<file path="src/rtl/banco_pkg.sv">
// Shared constants and types for the parametrised MIPS register file.
// Default geometry, clear-sequencer state encoding and the hardwired-zero address.
package banco_pkg;

  localparam int DEF_DATA_W = 32;
  localparam int DEF_ADDR_W = 5;
  localparam int DEF_N_RD   = 2;
  localparam int REG_ZERO   = 0;

  typedef enum logic {
    ST_IDLE  = 1'b0,
    ST_CLEAR = 1'b1
  } state_t;

endpackage

</file>
<file path="src/rtl/banco_registros_param_rd_port.sv">
// One registered read port of the register file.
// Same-edge writes to the addressed register are bypassed and report not-pending.
module banco_rd_port
  import banco_pkg::*;
#(
  parameter int DATA_W = DEF_DATA_W,
  parameter int ADDR_W = DEF_ADDR_W
) (
  input  logic              i_clk,
  input  logic              i_rst_n,
  input  logic              i_rd_en,
  input  logic [ADDR_W-1:0] i_rd_addr,
  input  logic              i_wr_acc,
  input  logic [ADDR_W-1:0] i_wr_addr,
  input  logic [DATA_W-1:0] i_wr_data,
  input  logic [DATA_W-1:0] i_mem_data,
  input  logic              i_pend,
  output logic [DATA_W-1:0] o_rd_data,
  output logic              o_rd_pending
);

  logic              w_bypass;
  logic [DATA_W-1:0] r_rd_data;
  logic              r_rd_pending;

  assign w_bypass = i_wr_acc && (i_wr_addr == i_rd_addr) &&
                    (i_rd_addr != ADDR_W'(REG_ZERO));

  always_ff @(posedge i_clk) begin
    if (!i_rst_n) begin
      r_rd_data    <= '0;
      r_rd_pending <= 1'b0;
    end else if (i_rd_en) begin
      r_rd_data    <= w_bypass ? i_wr_data : i_mem_data;
      r_rd_pending <= w_bypass ? 1'b0 : i_pend;
    end
  end

  assign o_rd_data    = r_rd_data;
  assign o_rd_pending = r_rd_pending;

endmodule

</file>
<file path="src/rtl/banco_registros_param.sv">
// General-purpose register file: N_RD registered read ports, pending-write
// scoreboard, multi-cycle clear sweep and a combinational debug read port.
//
// state    | meaning
// ST_IDLE  | normal operation; writes, reservations and clear requests accepted
// ST_CLEAR | sweeping mem[1..DEPTH-1] to zero, one register per cycle; busy=1
module banco_registros_param
  import banco_pkg::*;
#(
  parameter int DATA_W = DEF_DATA_W,
  parameter int ADDR_W = DEF_ADDR_W,
  parameter int N_RD   = DEF_N_RD
) (
  input  logic                     i_clk,
  input  logic                     i_rst_n,
  input  logic [N_RD-1:0]          i_rd_en,
  input  logic [N_RD*ADDR_W-1:0]   i_rd_addr,
  output logic [N_RD*DATA_W-1:0]   o_rd_data,
  output logic [N_RD-1:0]          o_rd_pending,
  input  logic                     i_wr_en,
  input  logic [ADDR_W-1:0]        i_wr_addr,
  input  logic [DATA_W-1:0]        i_wr_data,
  input  logic                     i_rsv_en,
  input  logic [ADDR_W-1:0]        i_rsv_addr,
  input  logic                     i_clr_req,
  output logic                     o_busy,
  input  logic [ADDR_W-1:0]        i_dbg_addr,
  output logic [DATA_W-1:0]        o_dbg_data
);

  localparam int                DEPTH   = 2 ** ADDR_W;
  localparam logic [ADDR_W-1:0] ZERO_A  = ADDR_W'(REG_ZERO);
  localparam logic [ADDR_W-1:0] FIRST_A = ADDR_W'(1);
  localparam logic [ADDR_W-1:0] LAST_A  = ADDR_W'(DEPTH - 1);

  state_t            r_state;
  state_t            w_state_nxt;
  logic [DATA_W-1:0] r_mem [DEPTH];
  logic [DEPTH-1:0]  r_pend;
  logic [ADDR_W-1:0] r_ptr;
  logic              w_idle;
  logic              w_clearing;
  logic              w_wr_acc;
  logic              w_rsv_acc;
  logic              w_clr_start;
  logic              w_sweep_last;

  assign w_idle       = (r_state == ST_IDLE);
  assign w_clearing   = (r_state == ST_CLEAR);
  assign w_wr_acc     = w_idle && i_wr_en && (i_wr_addr != ZERO_A);
  assign w_rsv_acc    = w_idle && i_rsv_en && (i_rsv_addr != ZERO_A);
  assign w_clr_start  = w_idle && i_clr_req;
  assign w_sweep_last = w_clearing && (r_ptr == LAST_A);
  assign o_busy       = w_clearing;

  always_ff @(posedge i_clk) begin
    if (!i_rst_n) r_state <= ST_IDLE;
    else          r_state <= w_state_nxt;
  end

  always_comb begin
    w_state_nxt = r_state;
    case (r_state)
      ST_IDLE:  if (i_clr_req)    w_state_nxt = ST_CLEAR;
      ST_CLEAR: if (w_sweep_last) w_state_nxt = ST_IDLE;
    endcase
  end

  always_ff @(posedge i_clk) begin
    if (!i_rst_n)          r_ptr <= FIRST_A;
    else if (w_clr_start)  r_ptr <= FIRST_A;
    else if (w_clearing)   r_ptr <= w_sweep_last ? FIRST_A : r_ptr + FIRST_A;
  end

  // Entry 0 is reset and never written, so it doubles as the zero register.
  always_ff @(posedge i_clk) begin
    if (!i_rst_n) begin
      for (int i = 0; i < DEPTH; i++) r_mem[i] <= '0;
    end else if (w_wr_acc) begin
      r_mem[i_wr_addr] <= i_wr_data;
    end else if (w_clearing) begin
      r_mem[r_ptr] <= '0;
    end
  end

  // Reservation is applied after the write so a same-cycle new producer wins.
  always_ff @(posedge i_clk) begin
    if (!i_rst_n) begin
      r_pend <= '0;
    end else if (w_clr_start) begin
      r_pend <= '0;
    end else begin
      if (w_wr_acc)  r_pend[i_wr_addr]  <= 1'b0;
      if (w_rsv_acc) r_pend[i_rsv_addr] <= 1'b1;
    end
  end

  assign o_dbg_data = (i_dbg_addr == ZERO_A) ? '0 : r_mem[i_dbg_addr];

  for (genvar p = 0; p < N_RD; p++) begin : g_rd
    logic [ADDR_W-1:0] w_addr;
    assign w_addr = i_rd_addr[p*ADDR_W +: ADDR_W];

    banco_rd_port #(
      .DATA_W (DATA_W),
      .ADDR_W (ADDR_W)
    ) u_port (
      .i_clk        (i_clk),
      .i_rst_n      (i_rst_n),
      .i_rd_en      (i_rd_en[p]),
      .i_rd_addr    (w_addr),
      .i_wr_acc     (w_wr_acc),
      .i_wr_addr    (i_wr_addr),
      .i_wr_data    (i_wr_data),
      .i_mem_data   (r_mem[w_addr]),
      .i_pend       (r_pend[w_addr]),
      .o_rd_data    (o_rd_data[p*DATA_W +: DATA_W]),
      .o_rd_pending (o_rd_pending[p])
    );
  end

endmodule

</file>
<file path="config.mk">
export PLATFORM = sky130hd
export DESIGN_NAME = banco_registros_param
export DESIGN_NICKNAME = d
export VERILOG_FILES = /design/src/rtl/banco_pkg.sv /design/src/rtl/banco_registros_param_rd_port.sv /design/src/rtl/banco_registros_param.sv
export SDC_FILE = /design/constraint.sdc
export NUM_CORES = 2
export LEC_CHECK = 0
export BUFFER_PORTS_ARGS = -buffer_cell sky130_fd_sc_hd__buf_2
export CORE_MARGIN = 2
export CORE_UTILIZATION = 40
export DETAILED_ROUTE_END_ITERATION = 8
export GPL_TIMING_DRIVEN = 0
export PLACE_DENSITY_LB_ADDON = 0.2
export REMOVE_ABC_BUFFERS = 1
export SLEW_MARGIN = 20
export SYNTH_ARGS = -nofsm -noshare
export SYNTH_HDL_FRONTEND = slang
export SYNTH_SLANG_ARGS = --single-unit
</file>
<file path="constraint.sdc">
create_clock -name i_clk -period 7.41 [get_ports i_clk]
set_input_delay 0.3705 -clock i_clk [delete_from_list [all_inputs] [get_ports i_clk]]
set_output_delay 0.3705 -clock i_clk [all_outputs]
set_load 0.01 [all_outputs]
</file>
==> impl_metrics.json <==
{
  "status": "finished clean",
  "fin_cells": 7218,
  "power_frac_comb_pct": 15.4,
  "via_per_inst": 6.83,
  "min_period_ns": 4.51,
  "cts_made_buffers": 143,
  "cts_tree": "done",
  "swShare_pct": 26.9,
  "r2r_end": "r_mem[27][21]",
  "hold_viol": 0,
  "synth-seq-cells": 1194,
  "synth.area.top_cells": "edfxtp_1 (48%), mux4_2 (26%), nor2_1 (3.6%)",
  "post_cts_buffers": 0,
  "final_max_slew_viol_count": 0,
  "p_total_mw": 17.6,
  "p_leak_nw": 26.9,
  "setup_slack_ns": 2.90,
  "fin_crit_sh_pct": 60.9,
  "clockRootBuffer": "clkbuf_16",
  "post_cts_resized": 0,
  "tightest_slew_ns": 1.12,
  "fp.dieH_um": 416,
  "p_switching_mw": 4.73,
  "path_clk_slew_ns": 0.06,
  "crit_end": "r_mem[27][21]",
  "fmax_ghz": 0.222,
  "htreeDepth": 4,
  "gp_congestion": 0.778,
  "whs_ns": 0.0636,
  "reg2reg_depth": 7,
  "hp-class": "in -> reg",
  "start_kind": "register",
  "grt_pass1_wl_um": 374000,
  "arrival_ns": 5.00,
  "yosys-top-cells-count": "edfxtp_1 (1088), mux4_2 (768), nor2_1 (659), nor3_1 (392), clkbuf_1 (296)",
  "cts_sinks": 1194,
  "setup_viol": 0,
  "cp.buffers_inverters": 3,
  "ir_worst_vdd_uv": 262,
  "setup.worst_path.class": "reg -> reg",
  "ys.flop_type": "edfxtp_1",
  "critPathLaunch": "o_busy",
  "dieArea_um2": 173000,
  "syn_area_um2": 67800,
  "crit_path_top_delay_cell": "mux2i_1",
  "detail-route-antenna-nets": 0,
  "path_depth": 7,
  "ys_types": 59,
  "drc": 0,
  "grt_usage_pct": 30.4,
  "clock_path_buffers": 3,
  "synth_most_common_cell": "edfxtp_1",
  "final_layout_size_suffix_gt1_share_pct": 30.1,
  "pwr-share-clk_pct": 40.1,
  "r2r_slack_ns": 2.90,
  "seq_power_share_pct": 44.5,
  "crit_path_max_fanout": 52,
  "cellPowerDensity_nw_per_um2": 222,
  "end_kind": "register",
  "synth_edf_count": 1088,
  "slowest_delay_ns": 0.97,
  "drt_iter0_drc": 6686,
  "io_pins": 163,
  "hpwlAfterDp_um": 172000,
  "wl_um": 266000,
  "cp.required_ns": 7.90,
  "first_global_vias": 48491,
  "area_growth_pct": 17.1,
  "synth_top_area_share_pct": 48.2,
  "syn_area_per_cell_um2": 13.9,
  "ys.warnings.count": 0,
  "seq_area_frac_synth_pct": 51.3,
  "core_area_um2": 169000,
  "globalRouteOverflowTotal": 0,
  "critPathTopFamily": "simple AND/OR/NAND/NOR gates",
  "crit-reg2reg-launch": "o_busy",
  "nets": 4948,
  "drtPass1Iterations": 6,
  "portBuffers": 162,
  "place_inst": 6915,
  "synthArstFlopShare_pct": 0,
  "clk_latency_ns": 0.79,
  "yosysTopAreaCell": "edfxtp_1",
  "synthCells": 4860,
  "pre_cts_ws_ns": 2.46,
  "grt_max_degree": 69,
  "worstPathCellList": "nand2_4 -> mux2i_1 -> nand2_4 -> buf_16 -> o21ai_4 -> buf_16 -> buf_8",
  "slew_headroom_pct": 25.6,
  "cap_violations": 0,
  "die_w_um": 416,
  "floorplan.initialDensity_pct": 40.1,
  "num_rows": 151,
  "vias": 49311,
  "antenna_found_initial": 3,
  "rsz0062_at_grt": "false",
  "cts_hold_buffers": 40,
  "skew_ns": 0.0273,
  "p_int_mw": 12.9,
  "wire_per_inst_um": 36.9,
  "hold_path_startpoint": "i_rd_en[1]"
}
==> per-stage QoR <==
| step | utilization, % | setup TNS, ns | instance area, um^2 |
|---|---|---|---|
| 6_report | 47.0 | 0 | 79400 |
| 5_1_grt | 47.0 | 0 | 79400 |
| 4_1_cts | 47.0 | 0 | 79400 |
| 3_5_place_dp | 44.1 | 0 | 74400 |
| 3_3_place_gp | 40.8 | - | 69000 |
| 2_1_floorplan | - | -939.50 | 65400 |
==> worst min-delay path by stage <==
stage                       endpoint  slack, ns  cells past startpoint
final                       register       0.06                      1
after global routing        register       0.09                      1
after CTS                 r_pend[17]       0.06                      5
after detailed placement    register       0.45                      2
after global placement      register       0.45                      2
after floorplan             register       0.42                      2
==> cell families after synthesis <==
kind of cell	count (synthesis)	share of synthesized area (%)
and+or+nand+nor	1487	9.62
DFF	1194	51.3
muxes	1075	30.2
buffers and inverters	591	3.95
AOI/OAI and AO/OA	500	4.71
xor gates and xnor gates	10	0.129
adders and majority gates	2	0.0369
other	1	0.00553
==> placed cells by master, fill, tap and decap left out, types with 11 or more instances in the layout <==
cell / count
nand3_1: 115
o22ai_1: 96
clkbuf_8: 11
clkbuf_16: 151
edfxtp_1: 1088
dlygate4sd3_1: 40
o221ai_1: 35
nand2_1: 200
o21ai_1: 35
buf_4: 11
conb_1: 32
clkbuf_1: 40
or4_1: 32
buf_12: 47
clkinv_2: 17
clkinv_1: 29
buf_8: 16
o21ai_0: 102
mux2i_1: 204
a22oi_1: 47
dfxtp_1: 104
inv_1: 34
nor3_1: 392
buf_2: 150
a21oi_1: 81
a32o_1: 19
o21ai_4: 24
nand2_4: 26
buf_16: 130
mux2_2: 103
a41oi_1: 19
nor2_1: 656
mux4_2: 768
==> area by class of cell <==
class / instances / area, um^2
Sequential cell: 1194 / 34800
Multi-Input combinational cell: 3106 / 31000
Inverter: 37 / 144
Clock buffer: 202 / 4080
Antenna cell: 2 / 5.00
Timing Repair Buffer: 400 / 6060
Clock inverter: 59 / 498
Fill cell: 14707 / 89500
Tap cell: 2218 / 2780
==> worst reg2reg max path, cell delays in order, from the launching register on <==
cell and delay, ns:
dfxtp_1 0.69, nand2_4 0.43, mux2i_1 0.98, nand2_4 0.62, buf_16 0.40, o21ai_4 0.65
buf_16 0.25, buf_8 0.19
==> power groups by stage <==
stage / sequential (mW) / combinational, mW / clock (mW)
after global routing: 7.87 / 2.78 / 7.34
after global placement: 8.02 / 2.62 / 0
after detailed placement: 7.97 / 2.65 / 0
after CTS: 7.83 / 2.68 / 7.08
after floorplan: 7.91 / 1.24 / 0
final: 7.84 / 2.70 / 7.06
==> metal layers <==
metal / wire [um] / global-route usage, %
met1: 102000 / 41.1
met5: 4 / 0
met2: 125000 / 48.2
met4: 10900 / 11.6
met3: 28500 / 6.68
Power figures use the tool's default switching activity.
